**src/rtl/evm_pkg.sv**
```systemverilog
// Shared definitions for the EVM ballot controller: state encoding and candidate count.
package evm_pkg;

  localparam int NUM_CAND = 3;
  localparam int STATE_W  = 3;

  typedef enum logic [STATE_W-1:0] {
    S_IDLE     = 3'd0,
    S_READY    = 3'd1,
    S_ARMED    = 3'd2,
    S_DEBOUNCE = 3'd3,
    S_CAST     = 3'd4,
    S_WAIT_REL = 3'd5,
    S_WAIT_CLR = 3'd6
  } state_t;

endpackage

```
**src/rtl/evm_down_counter.sv**
```systemverilog
// Loadable down counter that stops at zero; load wins over enable.
module evm_down_counter #(
  parameter int W = 8
) (
  input  logic         clk,
  input  logic         rst,
  input  logic         load,
  input  logic [W-1:0] load_val,
  input  logic         en,
  output logic         zero
);

  logic [W-1:0] count;

  always_ff @(posedge clk or posedge rst) begin
    if (rst) begin
      count <= '0;
    end else if (load) begin
      count <= load_val;
    end else if (en && (count != '0)) begin
      count <= count - W'(1);
    end
  end

  assign zero = (count == '0);

endmodule

```
**src/rtl/evm_ballot_ctrl.sv**
```systemverilog
// Ballot controller: debounces one candidate press per authorised ballot and strobes the EVM.
// Vote appears DEBOUNCE_CYCLES+1 cycles after the first sampled single press.
module evm_ballot_ctrl
  import evm_pkg::*;
#(
  parameter int DEBOUNCE_CYCLES = 4,
  parameter int TIMEOUT_CYCLES  = 1000,
  parameter int CNT_W           = 8
) (
  input  logic             clk,
  input  logic             rst,
  input  logic             session_open,
  input  logic             voter_auth,
  input  logic [2:0]       vote_btn,
  output logic [2:0]       vote_pulse,
  output logic             candidate_ready,
  output logic             reject_pulse,
  output logic             timeout_pulse,
  output logic [CNT_W-1:0] cast_count,
  output logic [2:0]       state_o
);

  localparam int DB_W = $clog2(DEBOUNCE_CYCLES + 1);
  localparam int TO_W = $clog2(TIMEOUT_CYCLES + 1);
  // Timeout is loaded one short so the abandon decision lands on the TIMEOUT_CYCLES-th armed cycle.
  localparam logic [DB_W-1:0] DB_LOAD = DB_W'(DEBOUNCE_CYCLES);
  localparam logic [TO_W-1:0] TO_LOAD = TO_W'(TIMEOUT_CYCLES - 1);

  state_t              state, state_nxt;
  logic [NUM_CAND-1:0] latched;
  logic                multi;
  logic                db_load, db_zero, to_load, to_zero;
  logic                reject_nxt, timeout_nxt;

  assign multi = ($countones(vote_btn) > 1);

  always_ff @(posedge clk or posedge rst) begin
    if (rst) begin
      state <= S_IDLE;
    end else begin
      state <= state_nxt;
    end
  end

  always_comb begin
    state_nxt   = state;
    db_load     = 1'b0;
    to_load     = 1'b0;
    reject_nxt  = 1'b0;
    timeout_nxt = 1'b0;
    if ((state != S_IDLE) && !session_open) begin
      state_nxt = S_IDLE;
    end else begin
      case (state)
        S_IDLE:  if (session_open) state_nxt = S_READY;
        S_READY: begin
          if (voter_auth) begin
            state_nxt = S_ARMED;
            to_load   = 1'b1;
          end
        end
        S_ARMED, S_DEBOUNCE: begin
          if (to_zero) begin
            state_nxt   = S_READY;
            timeout_nxt = 1'b1;
          end else if (multi) begin
            state_nxt  = S_WAIT_CLR;
            reject_nxt = 1'b1;
          end else if (state == S_ARMED) begin
            if (vote_btn != '0) begin
              state_nxt = S_DEBOUNCE;
              db_load   = 1'b1;
            end
          end else if (vote_btn == latched) begin
            if (db_zero) state_nxt = S_CAST;
          end else begin
            state_nxt = S_ARMED;
          end
        end
        S_CAST:     state_nxt = S_WAIT_REL;
        S_WAIT_REL: if (vote_btn == '0) state_nxt = S_READY;
        S_WAIT_CLR: begin
          if (vote_btn == '0) begin
            state_nxt = S_ARMED;
            to_load   = 1'b1;
          end
        end
        default:    state_nxt = S_IDLE;
      endcase
    end
  end

  always_ff @(posedge clk or posedge rst) begin
    if (rst) begin
      latched       <= '0;
      cast_count    <= '0;
      reject_pulse  <= 1'b0;
      timeout_pulse <= 1'b0;
    end else begin
      reject_pulse  <= reject_nxt;
      timeout_pulse <= timeout_nxt;
      if (db_load) latched <= vote_btn;
      if ((state == S_IDLE) && (state_nxt == S_READY)) begin
        cast_count <= '0;
      end else if ((state == S_CAST) && (cast_count != '1)) begin
        cast_count <= cast_count + CNT_W'(1);
      end
    end
  end

  evm_down_counter #(.W(DB_W)) u_debounce (
    .clk      (clk),
    .rst      (rst),
    .load     (db_load),
    .load_val (DB_LOAD),
    .en       (state == S_DEBOUNCE),
    .zero     (db_zero)
  );

  evm_down_counter #(.W(TO_W)) u_timeout (
    .clk      (clk),
    .rst      (rst),
    .load     (to_load),
    .load_val (TO_LOAD),
    .en       ((state == S_ARMED) || (state == S_DEBOUNCE)),
    .zero     (to_zero)
  );

  // CAST lasts one cycle, so a state-decoded strobe is exactly one cycle wide.
  assign vote_pulse      = (state == S_CAST) ? latched : '0;
  assign candidate_ready = (state == S_ARMED) || (state == S_DEBOUNCE);
  assign state_o         = state;

endmodule

```
**config.mk**
```make
export PLATFORM = sky130hd
export DESIGN_NAME = evm_ballot_ctrl
export DESIGN_NICKNAME = d
export VERILOG_FILES = /design/src/rtl/evm_pkg.sv /design/src/rtl/evm_down_counter.sv /design/src/rtl/evm_ballot_ctrl.sv
export SDC_FILE = /design/constraint.sdc
export NUM_CORES = 1
export LEC_CHECK = 0
export ABC_AREA = 1
export CAP_MARGIN = 20
export CELL_PAD_IN_SITES_DETAIL_PLACEMENT = 1
export CELL_PAD_IN_SITES_GLOBAL_PLACEMENT = 1
export CORE_AREA = 2 2 68 70
export DETAILED_ROUTE_END_ITERATION = 6
export DIE_AREA = 0 0 70 72
export MAX_ROUTING_LAYER = met4
export PLACE_DENSITY_LB_ADDON = 0.1
export SETUP_SLACK_MARGIN = 0.4
export SYNTH_ARGS = -nofsm -noshare
export SYNTH_HDL_FRONTEND = slang
export SYNTH_SLANG_ARGS = --single-unit
```
**constraint.sdc**
```tcl
create_clock -name clk -period 3 [get_ports clk]
set_input_delay 0.45 -clock clk [delete_from_list [all_inputs] [get_ports clk]]
set_output_delay 0.45 -clock clk [all_outputs]
set_load 0.02 [all_outputs]
```
# Yosys cells after proc, flatten, opt, wreduce, memory -nomap -nowiden
# Index checks and enable logic that the tools add are counted.
# word_totals
ram_bits	0
word_cells	77
ff_bits	29
romBits	0
inputBits	7
mem_count	0
latchBits	0
# op_classes
eq_ne	9
magnitude_cmp	1
n_bitwise	0
div	0
multipliers	0
reduce_logical	19
addsub	5
shifts	0
n_mux	36
# ops
cell	count
$mux 3	14
$mux 10	2
$pmux 3 s6	1
$mux 1	16
$mux 8	2
$logic_not 10->1	1
$reduce_bool 10->1	1
$sub 10x1->10 const B	1
$eq 3x3->1 const B	3
$logic_not 3->1	3
$reduce_bool 3->1	3
$add 8x1->8 const B	1
$ne 8x8->1 const B	1
$eq 3x1->1 const B	2
$eq 3x2->1 const B	2
$reduce_bool 2->1	3
$logic_and 1x1->1	5
$add 2x1->3	1
$eq 3x3->1	1
$gt 3x1->1 const B	1
$sub 3x1->3 const B	1
$add 1x1->2	1
$pmux 1 s2	1
$reduce_or 2->1	1
2 further kinds	2

# Logic depth before layout (Yosys ltp)
# Gate-level depths: netlist (run 1).
# logic_depth
depth_word	11
mapped_depth	11

# Hierarchy
# From an unflattened synthesis (run 1), not the netlist that was laid out.
# unflattened
hier_cells	301
hier_area_um2	2024.4
# by_module_without_submodules
module	cells_each	instances	area_each_um2
evm_ballot_ctrl	154	1	1073.5
evm_down_counter at u_timeout	119	1	754.5
evm_down_counter at u_debounce	28	1	196.4

# Worst setup path after synthesis (run 1)
# OpenSTA, ideal clock, no wires.
# synth_path
path_kind	input to register
startpoint	input port vote_btn[0]
endpoint	register u_debounce.count[1]
path_buffers	0
cell_stages	7
required_time_ns	2.874
slack_ns	1.347
setup_time_ns	0.126
t_arrival_ns	1.527
path_cell_list	ha_1 -> a21oi_1 -> nand2_1 -> nor2_1 -> nand3_2 -> nand3_1 -> o21ai_0
# synth_between
elab_chain_cells	8
elab_cells_between_ends	12
classes_between	add/sub (2); order compare (1); mux (7); reduce/logical (2)
# synth_rtl
item	line	text
from (decl)	evm_ballot_ctrl.sv:14	input logic [2:0] vote_btn,
$add 1x1->2 (implied by the code) / $reduce_bool 3->1 (equally long branches)	evm_ballot_ctrl.sv:35, evm_ballot_ctrl.sv:70	
$add 2x1->3 (implied by the code) / $mux 1 (equally long branches)	evm_ballot_ctrl.sv:35, evm_ballot_ctrl.sv:70	
$gt 3x1->1 / $mux 1 (equally long branches)	evm_ballot_ctrl.sv:35, evm_ballot_ctrl.sv:69	
$mux 1 (*)	evm_ballot_ctrl.sv:66	end else if (multi) begin
$mux 1 (*)	evm_ballot_ctrl.sv:63	if (to_zero) begin
$mux 1 (*)	evm_ballot_ctrl.sv:54	case (state)
$mux 1 (*)	evm_ballot_ctrl.sv:51	if ((state != S_IDLE) && !session_open) begin
$mux 3 / $reduce_bool 2->1 (equally long branches)	--	
to (signal assigned)	evm_down_counter.sv:19	count <= load_val;
to (signal assigned)	evm_down_counter.sv:21	count <= count - W'(1);
to (decl)	evm_down_counter.sv:13	logic [W-1:0] count;
# Mark *: on every way between the ends. The rest lies on a longest branch, timed or not.
# A chain may end at the register's enable or synchronous reset.

# Worst setup path in the final report (run 1)
# layout_path
startpoint	register state[0], in the netlist state_o[0]
endpoint	output port vote_pulse[0]
# layout_between
elab_chain_cells	2
# layout_rtl
item	line	text
from (decl)	evm_ballot_ctrl.sv:29	state_t state, state_nxt;
from (signal assigned)	evm_ballot_ctrl.sv:41	state <= state_nxt;
$eq 3x3->1	evm_ballot_ctrl.sv:130	assign vote_pulse = (state == S_CAST) ? latched : '0;
$mux 3	evm_ballot_ctrl.sv:130	
to (decl)	evm_ballot_ctrl.sv:15	output logic [2:0] vote_pulse,
# No other way between the ends.

==> results.md, run 1 <==
* Outcome: completed
* IO Port Bufs at 23
* Largest net degree at the start of global routing at 30
* Net Switching at 740.3 µW
* Final GP Congestion at 0.8330
* ANT cells at 0
* Standby leakage power at 0.001032 µW
* Commonest non-fill, non-tap cell in the layout: nand2_1
* Clock Power Share at 18.8%
* GRT Overall Usage at 20.79%
* Drt first pass iters at 4
* Flop pwr share at 37.5%
* PwrDens at 807.1 nW/µm²
* Min Tclk post-route at 2.291 ns
* Ys Warns at 0
* Synthesized flop and latch total at 29
* Slew HR at 60.37%
* Post-Synthesis Net Count at 254
* Transition time at the pin with the least slew margin at 0.5899 ns
* CTS tree: done
* Worst reg2reg endpoint: u_timeout.count[5]
* Drt wl/cell at 13.58 µm
* Post-CTS Resized at 0
* Post-Synth Simple-Gate Area at 33.88%
* Clock transition at the registers of the reported paths at 0.06 ns
* Reg2Reg Depth at 8
* Crit path from: state_o[0]
* Commonest cells after routing, fill and taps aside: nand2_1, inv_1, nand3_1, dfrtp_1, clkdlybuf4s50_1
* Initial DRC Count at 103
* Critical Path RT at 2.55 ns
* Area grow syn2layout at 21.02%
* IO Count at 24
* Initial antenna violation count at 0
* Synth Area in Compound Gates at 9.304%
* First-pass GRT wire length at 7983 µm
* R2R setup slack at 0.90 ns
* Kind of end point of the critical path: output pin
* Via count at 1653
* DP HPWL at 3235 µm
* Yosys cell types at 26
* Sequential area share after synthesis at 41.19%
* Setup TNS at 0 ns
* Post-synthesis adder-cell area fraction at 4.261%
* Core Box Area at 4264 µm²
* Clk root buf: clkbuf_8
* MaxCap Viol Count at 0
* Internal power at 980.5 µW
* Worst r2r src: u_timeout.count[0]
* Die area at 5040 µm²
* Placed cells at 315
* Peak supply drop at 0.0003354 V
* DRC at 0
* Post-cts hold buffer count at 0
* Finished Layout Cells at 322
* Post-DR vias/cell at 5.134
* Row cnt at 24
* Comb pwr share at 43.7%
* Setup WS pre-CTS at 0.6288 ns
* Grt total ovfl at 0
* Post-layout nets at 283
* RSZ-0062 raised after global routing: no
* Cell Area, Synth at 1762 µm²
* Main combinational cell family by area after synthesis: simple AND/OR/NAND/NOR gates
* Final period utilization at 76.36%
* Worst EP arrival at 1.84 ns
* ANT nets after route at 0
* Total Wirelength at 4372 µm
* Finish-stage setup viols at 0
* Final hold vios at 0
* Synthesized instance count at 241
* CTS HTree Levels at 2
* CP startpoint kind: register
* Min-Delay Path Class: reg2reg
* Setup ws final at 0.7091 ns
* Fmax at 436.5 MHz
* Die width at 70 µm
* Mapped Avg Cell Area at 7.310 µm²
* Slew Limit Fails at 0
* Xor and xnor area share after synthesis at 1.989%
* Clock Latency Late Sink at 0.28 ns
* Worst-path fanout max at 7
* Fraction of layout cells with a size suffix above 1 at 7.037%
* CTS Buf Count at 5
* Vias in the first global route at 1698
* Longest Clk Path Bufs at 2
* Clock Skews at 0.003487 ns
* Post-synthesis mux area share at 0%
* Critical Path End: vote_pulse[0]
* Initial cell density of the core at 41.31%
* Post-CTS setup buffers at 0
* Sw Share at 43.02%
* Clk sink count at 29
* Die height at 72 µm
* Setup Crit Path Kind: reg2out
## synthesized netlist by cell type (all sizes together)
library cell	n	area, µm²
a21oi	6	30.03
nor4	1	6.260
or2	2	12.51
inv	39	146.4
buf	2	18.77
nand2	63	236.5
nand3b	2	15.01
xnor2	1	8.760
o21ai	19	98.84
nor3	5	25.02
ha	6	75.07
nor2	25	111.4
xor2	3	26.28
a31oi	2	27.53
nand4	4	25.02
o211ai	1	7.510
nand3	31	165.2
dfrtp	29	725.7
## kinds of logic (layout without fill, tap and decap cells)
| kind of cell | count (synthesis) | in the layout |
|---|---|---|
| flops | 29 | 29 |
| buf+inv | 41 | 70 |
| simple gates | 133 | 133 |
| compound gates | 28 | 28 |
| xor+xnor | 4 | 4 |
| fa+ha+maj | 6 | 6 |
## routing by layer
layer  share of wire, %  global-route usage [%]  routed length, µm
met2                 45                   31.64               1976
met1                 49                   27.98               2125
met3                4.9                   4.583                213
met4                1.3                   6.410                 57
met5                  0                       -                  0
## how the worst min path moves through the flow
stage                         from                   to  slack, ns  cells past startpoint
3_5_place_dp   u_debounce.count[0]  u_debounce.count[0]       0.50                      2
6_report        u_timeout.count[1]   u_timeout.count[1]       0.51                      2
5_1_grt         u_timeout.count[1]   u_timeout.count[1]       0.55                      2
2_1_floorplan   u_timeout.count[1]   u_timeout.count[1]       0.46                      2
4_1_cts        u_debounce.count[0]  u_debounce.count[0]       0.52                      2
3_3_place_gp    u_timeout.count[1]   u_timeout.count[1]       0.48                      2
## per-stage QoR
stage	utilization, %	hold slack [ns]	instance area (µm²)	total power (µW)
final	50.00	0.5086	2132	1721
after CTS	50.00	0.5171	2132	1755
after global placement	47.98	0.4780	2046	1386
after floorplan	-	0.4634	1762	1154
after global routing	50.00	0.5482	2132	1900
after detailed placement	47.98	0.4974	2046	1412
## worst max-delay path, stage by stage (launching register included)
cell and delay [ns]:
dfrtp_1 0.42, inv_1 0.20, nand3_2 0.19, nor2_1 0.13, clkdlybuf4s50_1 0.61
## registers in the layout (all words and copies together) (netlist names)
register / flops
timeout_pulse: 1
u_timeout.count: 10
cast_count: 8
reject_pulse: 1
latched: 3
u_debounce.count: 3
state_o: 3
## power by group through the flow
stage	Combinational, µW	Clock, µW	Sequential [µW]
6_report	751	324	645
5_1_grt	878	356	666
4_1_cts	768	338	649
3_5_place_dp	761	0	651
3_3_place_gp	740	0	646
2_1_floorplan	486	0	668
## final cells by class
class                           count  area, µm²
Clock buffer                        7      86.33
Fill cell                         566       2132
Inverter                           39      146.4
Multi-Input combinational cell    171      870.8
Sequential cell                    29      725.7
Tap cell                           52      65.06
Timing Repair Buffer               24      237.7
No activity file was read; power rests on OpenSTA's default activity.
==> run 2: changes to the inputs <==
--- a/config.mk
+++ b/config.mk
@@ -9,9 +9,9 @@
 export CAP_MARGIN = 20
 export CELL_PAD_IN_SITES_DETAIL_PLACEMENT = 1
 export CELL_PAD_IN_SITES_GLOBAL_PLACEMENT = 1
-export CORE_AREA = 2 2 68 70
+export CORE_AREA = 2 2 74 76
 export DETAILED_ROUTE_END_ITERATION = 6
-export DIE_AREA = 0 0 70 72
+export DIE_AREA = 0 0 76 78
 export MAX_ROUTING_LAYER = met4
 export PLACE_DENSITY_LB_ADDON = 0.1
 export SETUP_SLACK_MARGIN = 0.4
==> constraint.sdc (replaced) <==
create_clock -name clk -period 1.9 [get_ports clk]
set_input_delay 0.285 -clock clk [delete_from_list [all_inputs] [get_ports clk]]
set_output_delay 0.285 -clock clk [all_outputs]
set_load 0.02 [all_outputs]
==> run 2 against run 1 <==
Against the previous run:
- critical path depth grew 5
- sequential share of layout area down 6.6 points
- core utilization is 2.9 points higher
- clock skew rose by 0.0035 ns
- power is 91% higher
- die area grew 18%
- clock power rose by 54%
- cell count increased by 19%
- critical endpoint is now u_timeout.count[9]
- largest power group unchanged
- highest routed layer unchanged
==> results.md, run 2 (synthesized netlist as in run 1, its figures left out) <==
* Transition time at the pin with the least slew margin at 0.4049 ns (-0.1849 ns)
* Min-Delay Path Class: in2async
* Min Tclk post-route at 1.561 ns
* PwrDens at 1231 nW/µm² (+53%)
* IO Port Bufs at 23 (unchanged)
* RSZ-0062 raised after global routing: yes
* Clock Skews at 0.006940 ns (+0.003453 ns)
* Largest net degree at the start of global routing at 30 (unchanged)
* ANT nets after route at 0 (unchanged)
* CTS HTree Levels at 2 (unchanged)
* Slew Limit Fails at 0 (unchanged)
* Hold WS at 0.3802 ns (-0.1284 ns)
* CTS tree: done
* Drt first pass iters at 3 (-1)
* Commonest cells after routing, fill and taps aside: nand2_1, buf_4, inv_1, dfrtp_1, nand3_1
* Worst r2r src: u_timeout.count[0]
* Area grow syn2layout at 51.35%
* Final period utilization at 82.16%
* Standby leakage power at 0.001304 µW (+26%)
* Die width at 76 µm (+8.6%)
* Clock transition at the registers of the reported paths at 0.07 ns (about the same)
* Outcome: completed
* Final GP Congestion at 0.8254 (-0.91%)
* IO Count at 24 (unchanged)
* Worst EP arrival at 1.74 ns (-0.10 ns)
* Clock Latency Late Sink at 0.29 ns (about the same)
* Clk sink count at 29 (unchanged)
* Most flops, register: u_timeout.count
* Reg2Reg Depth at 9 (+1)
* Die height at 78 µm (+8.3%)
* Finish-stage setup viols at 0 (unchanged)
* Design Area, Final at 2666 µm² (+25%)
* Longest Clk Path Bufs at 2 (unchanged)
* Grt total ovfl at 0 (unchanged)
* Post-DR vias/cell at 4.775 (-7.0%)
* MaxCap Viol Count at 0 (unchanged)
* Worst-path fanout max at 7 (unchanged)
* R2R setup slack at 0.34 ns (-0.56 ns)
* Peak supply drop at 0.0006783 V (+100%)
* Total Wirelength at 5390 µm (+23%)
* DRC at 0 (unchanged)
* Worst reg2reg endpoint: u_timeout.count[9]
* Initial DRC Count at 64 (-38%)
* Clk root buf: clkbuf_8
* Final hold vios at 0 (unchanged)
* Via count at 1824 (+10%)
* Biggest regs: u_timeout.count: 10 flops, cast_count: 8 flops
* Placed cell areas at 2178 µm² (+6.5%)
* Initial cell density of the core at 34.94% (-6.4 points)
* Setup Crit Path Kind: reg2reg
* ANT cells at 0 (unchanged)
* Core Box Area at 5042 µm² (+18%)
* Fraction of layout cells with a size suffix above 1 at 33.97% (+27 points)
* First-pass GRT wire length at 8694 µm (+8.9%)
* DP HPWL at 3584 µm (+11%)
* Slew HR at 73.00% (+13 points)
* Kind of end point of the critical path: register
* CP startpoint kind: register
* Post-cts hold buffer count at 0 (unchanged)
* Fmax at 640.6 MHz
* CTS Buf Count at 5 (unchanged)
* Initial antenna violation count at 0 (unchanged)
* GRT Overall Usage at 19.04% (-1.8 points)
* Commonest non-fill, non-tap cell in the layout: nand2_1
* Row cnt at 26 (+8.3%)
* Post-layout nets at 324 (+14%)
* Drt wl/cell at 14.11 µm (+3.9%)
* Vias in the first global route at 1845 (+8.7%)
* Max reg flops at 10 (unchanged)
* Die area at 5928 µm² (+18%)
* Critical Path RT at 2.08 ns (-0.47 ns)
==> run 2: cell count changes in the layout (fill, tap and decap cells not counted), sizes merged, moves of 2 or more <==
cell	previous run	this run
buf	1	44
clkinv	0	2
dlygate4sd2	0	13
clkdlybuf4s15	0	3
clkdlybuf4s50	23	3
==> run 2: where the power goes <==
| group | switching (µW) | internal [µW] |
|---|---|---|
| clock | 245 | 253 |
| combinational | 998 | 765 |
| sequential | 204 | 818 |
==> run 2: worst max-delay path, stage by stage, from the launching register on <==
cell and delay, ns:
dfrtp_1 0.38, inv_2 0.06, ha_4 0.16, nand3_4 0.08, nor2_4 0.04, nor2_4 0.21
clkinvlp_4 0.24, buf_6 0.18, nand3_2 0.04, nand2_1 0.05
==> run 2: metrics by stage <==
step,instances,power [µW],setup slack (ns),TNS [ns],utilization (%)
floorplan,241,1827,0.4053,0,-
global placement,347,2310,-0.02851,-0.03589,43.20
detailed placement,347,2349,-0.1005,-0.3467,43.20
CTS,368,3060,0.3024,0,48.68
global route,382,3564,0.2227,0,52.88
finish,382,3283,0.3389,0,52.88
==> run 2: area by class of cell <==
class / instances / area (µm²)
Fill cell: 635 / 2376
Clock inverter: 2 / 10.01
Clock buffer: 6 / 72.57
Timing Repair Buffer: 64 / 538.0
Sequential cell: 29 / 732.0
Tap cell: 70 / 87.58
Multi-Input combinational cell: 172 / 1071
Inverter: 39 / 155.1
==> run 2: what timing repair did <==
action / 4_1_cts / 5_1_grt
setup buffers: 12 / 14
gates resized for setup: 66 / 36
pin swaps: 15 / 9
gates cloned: 1 / 0
endpoints found under the setup margin: 45 / 33
==> run 2: how the worst max path moves through the flow <==
stage | from | endpoint | slack (ns) | depth (start not counted)
6_report | u_timeout.count[0] | u_timeout.count[9] | 0.34 | 9
5_1_grt | u_timeout.count[1] | u_timeout.count[7] | 0.22 | 9
4_1_cts | state_o[1] | vote_pulse[0] | 0.30 | 4
3_5_place_dp | vote_btn[0] | u_debounce.count[1] | -0.10 | 8
3_3_place_gp | vote_btn[0] | u_debounce.count[1] | -0.03 | 8
2_1_floorplan | cast_count[1] | cast_count[7] | 0.41 | 6
==> run 2: layer usage <==
layer | global-route usage, % | wire length, µm | vias up
met2 | 31.16 | 2749 | 23
met4 | 6.545 | 72 | 0
li1 | - | - | 920
met3 | 4.302 | 171 | 6
met1 | 23.39 | 2397 | 875
met5 | - | 0 | -
